==> src/rtl/lsu_mem_port.sv <==
// lsu_mem_port: load/store unit front end for a byte-laned single-port RAM.
// Accepts one request at a time, performs B/H/W accesses with store-lane
// replication and load lane extraction plus sign/zero extension.
// Optional feature macro: LSU_MISALIGN_SPLIT_EN. When it is defined, misaligned
// H/W accesses are split into sequential byte accesses. When it is undefined,
// they complete with resp_err=1.
module lsu_mem_port (
    input  logic        clk,
    input  logic        rst_n,
    input  logic        req_valid,
    output logic        req_ready,
    input  logic        req_we,
    input  logic [2:0]  req_funct3,
    input  logic [31:0] req_addr,
    input  logic [31:0] req_wdata,
    output logic        resp_valid,
    output logic [31:0] resp_rdata,
    output logic        resp_err,
    output logic [2:0]  mem_mode,
    output logic [31:0] mem_address,
    output logic [31:0] mem_wdata,
    input  logic [31:0] mem_rdata
);

`ifdef LSU_MISALIGN_SPLIT_EN
    typedef enum logic [1:0] {StIdle, StAccess, StSplit, StResp} state_e;
`else
    typedef enum logic [1:0] {StIdle, StAccess, StResp} state_e;
`endif

    localparam logic [2:0] ModeNone = 3'b000;
    localparam logic [2:0] ModeSb   = 3'b001;
    localparam logic [2:0] ModeSh   = 3'b010;
    localparam logic [2:0] ModeSw   = 3'b011;

    state_e      state_q, state_d;
    logic        we_q, we_d;
    logic [2:0]  f3_q, f3_d;
    logic [31:0] addr_q, addr_d;
    logic [31:0] wdata_q, wdata_d;
    logic [31:0] rdata_q, rdata_d;
    logic        err_q, err_d;

`ifdef LSU_MISALIGN_SPLIT_EN
    logic [1:0]  cnt_q, cnt_d;
    logic [31:0] asm_q, asm_d;
    logic [31:0] asm_next;
    logic [31:0] byte_addr;
    logic [7:0]  byte_rd;
    logic [1:0]  last_idx;
    logic        byte_step;
`endif

    logic is_byte, is_half, is_word;
    logic supported, aligned;

    // Sign/zero extension of a right-aligned raw load value.
    function automatic logic [31:0] extend(input logic [31:0] raw, input logic [2:0] f3);
        logic [31:0] r;
        case (f3)
            3'b000:  r = {{24{raw[7]}}, raw[7:0]};
            3'b001:  r = {{16{raw[15]}}, raw[15:0]};
            3'b100:  r = {24'h0, raw[7:0]};
            3'b101:  r = {16'h0, raw[15:0]};
            default: r = raw;
        endcase
        return r;
    endfunction

    // Width, legality and alignment decode of the latched request.
    always_comb begin
        is_byte   = (f3_q[1:0] == 2'b00);
        is_half   = (f3_q[1:0] == 2'b01);
        is_word   = (f3_q == 3'b010);
        // Unsigned widths exist only for loads; 011/110/111 are never legal.
        supported = (f3_q == 3'b000) || (f3_q == 3'b001) || (f3_q == 3'b010) ||
                    (!we_q && ((f3_q == 3'b100) || (f3_q == 3'b101)));
        aligned   = is_byte || (is_half && !addr_q[0]) || (is_word && (addr_q[1:0] == 2'b00));
    end

    // State and request/response registers.
    always_ff @(posedge clk or negedge rst_n) begin
        if (!rst_n) begin
            state_q <= StIdle;
            we_q    <= 1'b0;
            f3_q    <= 3'b000;
            addr_q  <= 32'h0;
            wdata_q <= 32'h0;
            rdata_q <= 32'h0;
            err_q   <= 1'b0;
`ifdef LSU_MISALIGN_SPLIT_EN
            cnt_q   <= 2'd0;
            asm_q   <= 32'h0;
`endif
        end else begin
            state_q <= state_d;
            we_q    <= we_d;
            f3_q    <= f3_d;
            addr_q  <= addr_d;
            wdata_q <= wdata_d;
            rdata_q <= rdata_d;
            err_q   <= err_d;
`ifdef LSU_MISALIGN_SPLIT_EN
            cnt_q   <= cnt_d;
            asm_q   <= asm_d;
`endif
        end
    end

    // Next-state, memory port drive and load result formation.
    always_comb begin
        state_d     = state_q;
        we_d        = we_q;
        f3_d        = f3_q;
        addr_d      = addr_q;
        wdata_d     = wdata_q;
        rdata_d     = rdata_q;
        err_d       = err_q;
        req_ready   = 1'b0;
        resp_valid  = 1'b0;
        resp_rdata  = 32'h0;
        resp_err    = 1'b0;
        mem_mode    = ModeNone;
        mem_address = 32'h0;
        mem_wdata   = 32'h0;
`ifdef LSU_MISALIGN_SPLIT_EN
        cnt_d       = cnt_q;
        asm_d       = asm_q;
        byte_step   = 1'b0;
        last_idx    = is_word ? 2'd3 : 2'd1;
        byte_addr   = addr_q + {30'h0, cnt_q};
        byte_rd     = 8'(mem_rdata >> {byte_addr[1:0], 3'b000});
        asm_next    = asm_q;
        asm_next[{cnt_q, 3'b000} +: 8] = byte_rd;
`endif

        unique case (state_q)
            StIdle: begin
                req_ready = 1'b1;
                if (req_valid) begin
                    we_d    = req_we;
                    f3_d    = req_funct3;
                    addr_d  = req_addr;
                    wdata_d = req_wdata;
`ifdef LSU_MISALIGN_SPLIT_EN
                    cnt_d   = 2'd0;
                    asm_d   = 32'h0;
`endif
                    state_d = StAccess;
                end
            end

            StAccess: begin
                if (supported && aligned) begin
                    mem_address = addr_q;
                    err_d       = 1'b0;
                    if (we_q) begin
                        rdata_d = 32'h0;
                        if (is_byte) begin
                            mem_mode  = ModeSb;
                            mem_wdata = {4{wdata_q[7:0]}};
                        end else if (is_half) begin
                            mem_mode  = ModeSh;
                            mem_wdata = {2{wdata_q[15:0]}};
                        end else begin
                            mem_mode  = ModeSw;
                            mem_wdata = wdata_q;
                        end
                    end else begin
                        rdata_d = extend(mem_rdata >> {addr_q[1:0], 3'b000}, f3_q);
                    end
                    state_d = StResp;
`ifdef LSU_MISALIGN_SPLIT_EN
                end else if (supported) begin
                    // First byte of a split access; the rest continue in StSplit.
                    byte_step = 1'b1;
                    err_d     = 1'b0;
`endif
                end else begin
                    // Rejected: no RAM write, error response with zero data.
                    err_d   = 1'b1;
                    rdata_d = 32'h0;
                    state_d = StResp;
                end
            end

`ifdef LSU_MISALIGN_SPLIT_EN
            StSplit: begin
                byte_step = 1'b1;
            end
`endif

            StResp: begin
                resp_valid = 1'b1;
                resp_rdata = rdata_q;
                resp_err   = err_q;
                state_d    = StIdle;
            end

            default: begin
                state_d = StIdle;
            end
        endcase

`ifdef LSU_MISALIGN_SPLIT_EN
        // One byte of a split access at addr+cnt; address wraps naturally.
        if (byte_step) begin
            mem_address = byte_addr;
            if (we_q) begin
                mem_mode  = ModeSb;
                mem_wdata = {4{8'(wdata_q >> {cnt_q, 3'b000})}};
            end else begin
                asm_d = asm_next;
            end
            if (cnt_q == last_idx) begin
                rdata_d = we_q ? 32'h0 : extend(asm_next, f3_q);
                state_d = StResp;
            end else begin
                cnt_d   = cnt_q + 2'd1;
                state_d = StSplit;
            end
        end
`endif
    end

endmodule

==> config.mk <==
export PLATFORM = sky130hd
export DESIGN_NAME = lsu_mem_port
export DESIGN_NICKNAME = d
export VERILOG_FILES = /design/src/rtl/lsu_mem_port.sv
export SDC_FILE = /design/constraint.sdc
export NUM_CORES = 1
export LEC_CHECK = 0
export CAP_MARGIN = 25
export CORE_MARGIN = 4
export CORE_UTILIZATION = 44
export CTS_CLUSTER_SIZE = 20
export DETAILED_ROUTE_END_ITERATION = 8
export GPL_TIMING_DRIVEN = 0
export HOLD_SLACK_MARGIN = 0.15
export PLACE_DENSITY = 0.8
export SETUP_SLACK_MARGIN = 0.1
export SLEW_MARGIN = 0
export SYNTH_ARGS = -nofsm -noshare
export SYNTH_HDL_FRONTEND = slang
export SYNTH_SLANG_ARGS = --single-unit
==> constraint.sdc <==
create_clock -name clk -period 2.12 [get_ports clk]
set_input_delay 0.212 -clock clk [delete_from_list [all_inputs] [get_ports clk]]
set_output_delay 0.212 -clock clk [all_outputs]
set_load 0.05 [all_outputs]
==> out/results.ini, run 1 <==
[setup_path]
critPathLaunchType=flop
crit_chain=nand2b_4 > clkbuf_8 > inv_6 > nand2_8 > nand4bb_4 > buf_8 > buf_12 > a21oi_4 > buf_6
critPathKind=flop to primary output
cp.arrival_ns=2.11
r2r_cells=9
cp-end-kind=primary output
cp_max_fo=6
cp_slowest_cell=dfrtp_1
critPathMaxStageDelay_ns=0.42
required_ns=1.91

[finish]
mostFrequentLayoutCells=101 x clkdlybuf4s50_1, 100 x dfrtp_1, 83 x mux2_2
register_area_sq_um=2580
final_common_cell=clkdlybuf4s50_1
fin_cells=877
syn2layout_area_growth_pct=67.9
fillCellCount=753
drive_gt1_share_pct=47.4
n_antenna_cell=0
fin_nets=832
multi_input_area_sq_um=2970

[sta]
fin_crit_ns=2.32
fin_worst_skew_ns=0.00824
max_freq_mhz=432
slew-limit-headroom_pct=45.3
setup_violations=45
slew_violations=0
hold_viol_final=0
hold_slack_ns=0.430
tightestPinTransition_ns=0.819
rsz0062_at_grt=yes
setup_ws_ns=-0.197
post-route-period-util_pct=109

[pwr]
vdd_drop_max_mv=0.549
p_per_area_nw_per_um2=895
p_seq_share_pct=35.7
switching_power_w=0.00285
switching_share_pct=35.8
internal-power_w=0.00512
p_leak_nw=3.93
comb_power_share_pct=40.7
clkPwrFrac_pct=23.6

[outcome]
violations=negative setup slack
outcome=finished with violations

[global_route]
grt_pass1_wl_um=28400
antenna_found_initial=0
grt_max_degree=61
grt_usage_pct=25.6
overflow=0
grt_pass1_vias=5178

[logic_synthesis]
seq_area_frac_synth_pct=48.6
post_synth.cell_area_avg_sq_um=11.0
syn_nets=585
ys_warn_count=0
syn_inst=482
ys_types=32
netlist_area_sq_um=5310
synth-seq-cells=103

[clock_network]
clk_latency_ns=0.35
path_clk_slew_ns=0.07
cts_root_buffer=clkbuf_16
clk_path_buf_depth=2
cts.sinks=103
tritoncts=done
htree_num_levels=3
cts-buffers-inserted=9

[place]
pre_cts_ws_ns=-0.727
place_hpwl_um=12400
numPortBuffers=203
place_congestion=0.865
dp_cells=829

[die]
fp.coreArea_sq_um=11600
fp-row-count=39
die-area_sq_um=13900
fp.dieH_um=118
initial_core_util_pct=45.7
io_pins=205
dieWidth_um=118

[route]
drtAntennaViolNets=0
vias_per_cell=5.55
drcViolationCount=0
via_count=4866
drt-total-wl_um=18400
drtPass1Iterations=4
drtIter0Drc=290
post_drt_wl_per_cell_um=21.0

[job]
cap_violations=0

[worst_hold_path]
worstHoldPathCells=3
hold_path.class=primary input to flop

[flip-flops by register name, indices dropped and copies added (netlist names)]
| register | flops |
|---|---|
| wdata_q | 32 |
| addr_q | 32 |
| state_q | 2 |
| rdata_q | 32 |
| err_q | 1 |
| f3_q | 3 |
| we_q | 1 |
[cell families after synthesis]
family	Yosys count	share of synthesized area (%)
flops	103	48.6
compound gates	70	8.86
other cells	1	0.0707
mux	107	22.4
simple gates	161	16.5
buf+inv	40	3.65
[layer usage]
metal	vias to the layer above	share of wire [%]	track usage, %
met4	0	3.1	9.74
met3	45	7.6	6.44
met5	-	0	0
met2	241	52	44.8
met1	2409	37	30.4
li1	2171	-	-
[path summary, 6_finish.rpt]
kind	start	to	slack (ns)
worst min register to register	rdata_q[14]	rdata_q[14]	0.48
max in group asynchronous	rst_n	addr_q[23]	0.93
worst max register to register	f3_q[1]	rdata_q[25]	0.16
worst max-delay path	state_q[1]	mem_wdata[15]	-0.20
min in group asynchronous	rst_n	rdata_q[11]	0.50
worst min-delay path	req_funct3[1]	f3_q[1]	0.43
[cells in the mapped netlist]
master	instances	share of area (%)
buf_4	2	0.28
buf_1	1	0.071
o21ai_0	18	1.7
mux2i_1	23	4.3
nand2b_1	2	0.24
nor3_1	1	0.094
and2_1	74	8.7
mux4_2	1	0.42
nor3b_2	1	0.24
nor4_4	1	0.40
dfrtp_1	103	49
nor2_1	39	2.8
inv_1	2	0.14
o21ai_1	1	0.094
a221o_1	16	3.0
o22ai_2	1	0.24
a21oi_1	25	2.4
nand2_1	35	2.5
inv_2	1	0.071
mux2_2	83	18
nor4b_4	1	0.45
nor2b_1	1	0.12
or2_0	1	0.12
clkbuf_1	15	1.1
and4bb_2	1	0.24
nor3b_1	3	0.42
a221oi_1	8	1.3
o211ai_1	1	0.14
buf_2	17	1.6
conb_1	1	0.071
nand4bb_1	1	0.21
buf_6	2	0.42
[per-stage QoR]
stage                     power, W  util [%]  cell area [sq um]  TNS [ns]
after floorplan            0.00450         -               5330     -2.45
after global placement     0.00531      65.0               7540   -350.37
after detailed placement   0.00541      65.2               7570    -43.72
after CTS                  0.00778      75.9               8810     -2.26
after global routing       0.00831      76.7               8910     -6.47
final                      0.00797      76.7               8910     -4.25
[cell type report]
class / count / area share [%]
Multi-Input combinational cell: 340 / 33.3
Clock inverter: 4 / 0.857
Buffer: 36 / 3.23
Clock buffer: 12 / 2.99
Tap cell: 143 / 2.01
Sequential cell: 103 / 29.0
Inverter: 3 / 0.183
Timing Repair Buffer: 236 / 28.4
[timing repair]
action / 4_1_cts / 5_1_grt
pin swaps: 33 / 12
resized for setup: 732 / 116
hold buffers: 1 / 0
cloned: 6 / 1
buffers inserted: 12 / 14
endpoints found under the hold margin: 59 / 0
setup endpoints to repair: 101 / 173
[critical path, delay by kind of cell (launching register included)]
| kind | cells | cell delay [ns] |
|---|---|---|
| and+or+nand+nor | 3 | 0.46 |
| DFF | 1 | 0.42 |
| AOI/OAI and AO/OA | 1 | 0.14 |
| buffers and inverters | 5 | 0.72 |
[power by group through the flow]
stage / sequential, W / combinational, W / clock [W]
4_1_cts: 0.00282 / 0.00308 / 0.00188
5_1_grt: 0.00290 / 0.00343 / 0.00198
3_5_place_dp: 0.00282 / 0.00259 / 0
6_report: 0.00285 / 0.00324 / 0.00188
2_1_floorplan: 0.00270 / 0.00180 / 0
3_3_place_gp: 0.00279 / 0.00252 / 0
(Power assumes the default switching activity.)
==> run 2, diff against run 1 <==
--- a/config.mk
+++ b/config.mk
@@ -5,7 +5,6 @@
 export SDC_FILE = /design/constraint.sdc
 export NUM_CORES = 1
 export LEC_CHECK = 0
-export CAP_MARGIN = 25
 export CORE_MARGIN = 4
 export CORE_UTILIZATION = 44
 export CTS_CLUSTER_SIZE = 20
==> results of run 2 <==
Final layout, timing and power as in run 1 (identical DEF).
==> run 3, diff against run 2 <==
--- a/config.mk
+++ b/config.mk
@@ -13,6 +13,7 @@
 export HOLD_SLACK_MARGIN = 0.15
 export PLACE_DENSITY = 0.8
 export SETUP_SLACK_MARGIN = 0.1
+export SKIP_CTS_REPAIR_TIMING = 1
 export SLEW_MARGIN = 0
 export SYNTH_ARGS = -nofsm -noshare
 export SYNTH_HDL_FRONTEND = slang
==> constraint.sdc (replaced) <==
create_clock -name clk -period 2.5 [get_ports clk]
set_input_delay 0.25 -clock clk [delete_from_list [all_inputs] [get_ports clk]]
set_output_delay 0.25 -clock clk [all_outputs]
set_load 0.05 [all_outputs]
==> run 3 against run 2 <==
Compared with the run above: the flow still finishes with violations (negative setup slack); setup slack improved by 0.17 ns; total power fell by 24%; register-to-register slack gained 0.32 ns; via count decreased by 5.7%; first-iteration DRC count shrank 19%; clock-buffer cell count shrank 1; worst hold slack better by 0.015 ns; routed wire length is 13% lower; final cell count decreased by 3.0%; non-clock buffer count down 25; flip-flop and latch count did not move; largest cell class unchanged; highest routed layer unchanged.
==> out/results.ini, run 3 (synthesized netlist as in run 1, its figures left out) <==
[clock_network]
cts_root_buffer=clkbuf_16
clk_path_buf_depth=2
htree_num_levels=3
cts-buffers-inserted=9
path_clk_slew_ns=0.07
cts.sinks=103
tritoncts=done
clk_latency_ns=0.34

[die]
fp-row-count=39
fp.dieH_um=118
initial_core_util_pct=45.7
fp.coreArea_sq_um=11600
die-area_sq_um=13900
io_pins=205
dieWidth_um=118

[setup_path]
cp.arrival_ns=2.28
crit_chain=buf_2 > o21ai_0 > nand4bb_1 > buf_6 > buf_4 > buf_6 > a21oi_2 > buf_6
cp-end-kind=primary output
critPathKind=flop to primary output
critPathLaunchType=flop
required_ns=2.25
cp_slowest_cell=dfrtp_1
cp_max_fo=10
critPathMaxStageDelay_ns=0.44
path_common_cell=buf_6

[route]
drtPass1Iterations=4
drt-total-wl_um=16100
drcViolationCount=0
drtAntennaViolNets=0
via_count=4588
post_drt_wl_per_cell_um=19.0
drtIter0Drc=236
vias_per_cell=5.39

[pwr]
p_per_area_nw_per_um2=760
vdd_drop_max_mv=0.442
p_leak_nw=3.94

[place]
dp_cells=829
place_hpwl_um=12200
place_congestion=0.870
place_area_sq_um=7540
numPortBuffers=203

[sta]
post-route-period-util_pct=101
rsz0062_at_grt=yes
slew_violations=0
fin_crit_ns=2.53
max_freq_mhz=395
fin_worst_skew_ns=0.00682
tightestPinTransition_ns=0.819
setup_ws_ns=-0.0291
hold_slack_ns=0.445
setup_violations=2
slew-limit-headroom_pct=45.3
hold_viol_final=0

[global_route]
grt_max_degree=61
grt_usage_pct=22.6
overflow=0
grt_pass1_wl_um=25300
antenna_found_initial=0
grt_pass1_vias=4874

[outcome]
outcome=finished with violations
violations=negative setup slack

[finish]
fin_cells=851
post-route-util_pct=68.5
multi_input_area_sq_um=2620
fin_nets=806
n_antenna_cell=0
fillCellCount=905
drive_gt1_share_pct=33.3
mostFrequentLayoutCells=106 x clkdlybuf4s50_1, 103 x dfrtp_1, 83 x mux2_2
register_area_sq_um=2580
syn2layout_area_growth_pct=50.0
finalInstanceArea_sq_um=7960
final_common_cell=clkdlybuf4s50_1
top_regs=addr_q: 32 flops, rdata_q: 32 flops, wdata_q: 32 flops

[job]
cap_violations=0

[worst_hold_path]
hold_path.class=primary input to async pin

[run 3: per-stage QoR]
stage / worst slack (ns) / setup TNS (ns) / power, W
6_report: -0.0291 / -0.0336 / 0.00605
5_1_grt: -0.0704 / -0.498 / 0.00636
4_1_cts: -0.880 / -51.40 / 0.00602
3_5_place_dp: -0.502 / -17.53 / 0.00457
3_3_place_gp: -2.63 / -285.21 / 0.00449
2_1_floorplan: 0.210 / 0 / 0.00380
[run 3: path summary, 6_finish.rpt]
| check | startpoint | end | slack (ns) | depth (start not counted) |
|---|---|---|---|---|
| min | rst_n | rdata_q[14] | 0.44 | 2 |
| max in group asynchronous | rst_n | rdata_q[24] | 1.35 | 3 |
| min reg2reg | rdata_q[10] | rdata_q[10] | 0.47 | 2 |
| max reg2reg | addr_q[0] | rdata_q[10] | 0.48 | 4 |
| min in group clk | rdata_q[10] | rdata_q[10] | 0.47 | 2 |
| max | addr_q[1] | mem_wdata[15] | -0.03 | 8 |
[run 3: critical path: cells and delay by family (launching register included)]
family	cells	cell delay, ns
AND/OR/NAND/NOR	1	0.18
AO/OA/AOI/OAI	2	0.47
buffers and inverters	5	0.85
flip-flops	1	0.44
[run 3: final cells by class]
class                   count  share of cell area [%]
clock inverters             5                   0.707
plain buffers              36                    2.80
well taps                 143                    2.25
inverters                   3                   0.141
clock buffers              11                    3.18
multi-input cells         339                    32.9
flip-flops and latches    103                    32.4
repair buffers            211                    25.6
[run 3: routing by layer]
metal / wire [um] / vias up / global-route usage, %
met2: 8130 / 206 / 39.2
met4: 323 / 0 / 7.25
met5: 0 / - / 0
met3: 1330 / 26 / 6.58
met1: 6340 / 2231 / 27.1
li1: - / 2125 / -
[run 3: power by group]
group	switching (W)	leakage, nW	total (W)	internal, W
Combinational	0.00123	2.52	0.00224	0.00100
Clock	0.000610	0.152	0.00144	0.000829
Sequential	0.000281	1.27	0.00237	0.00209
Total	0.00212	3.94	0.00605	0.00393
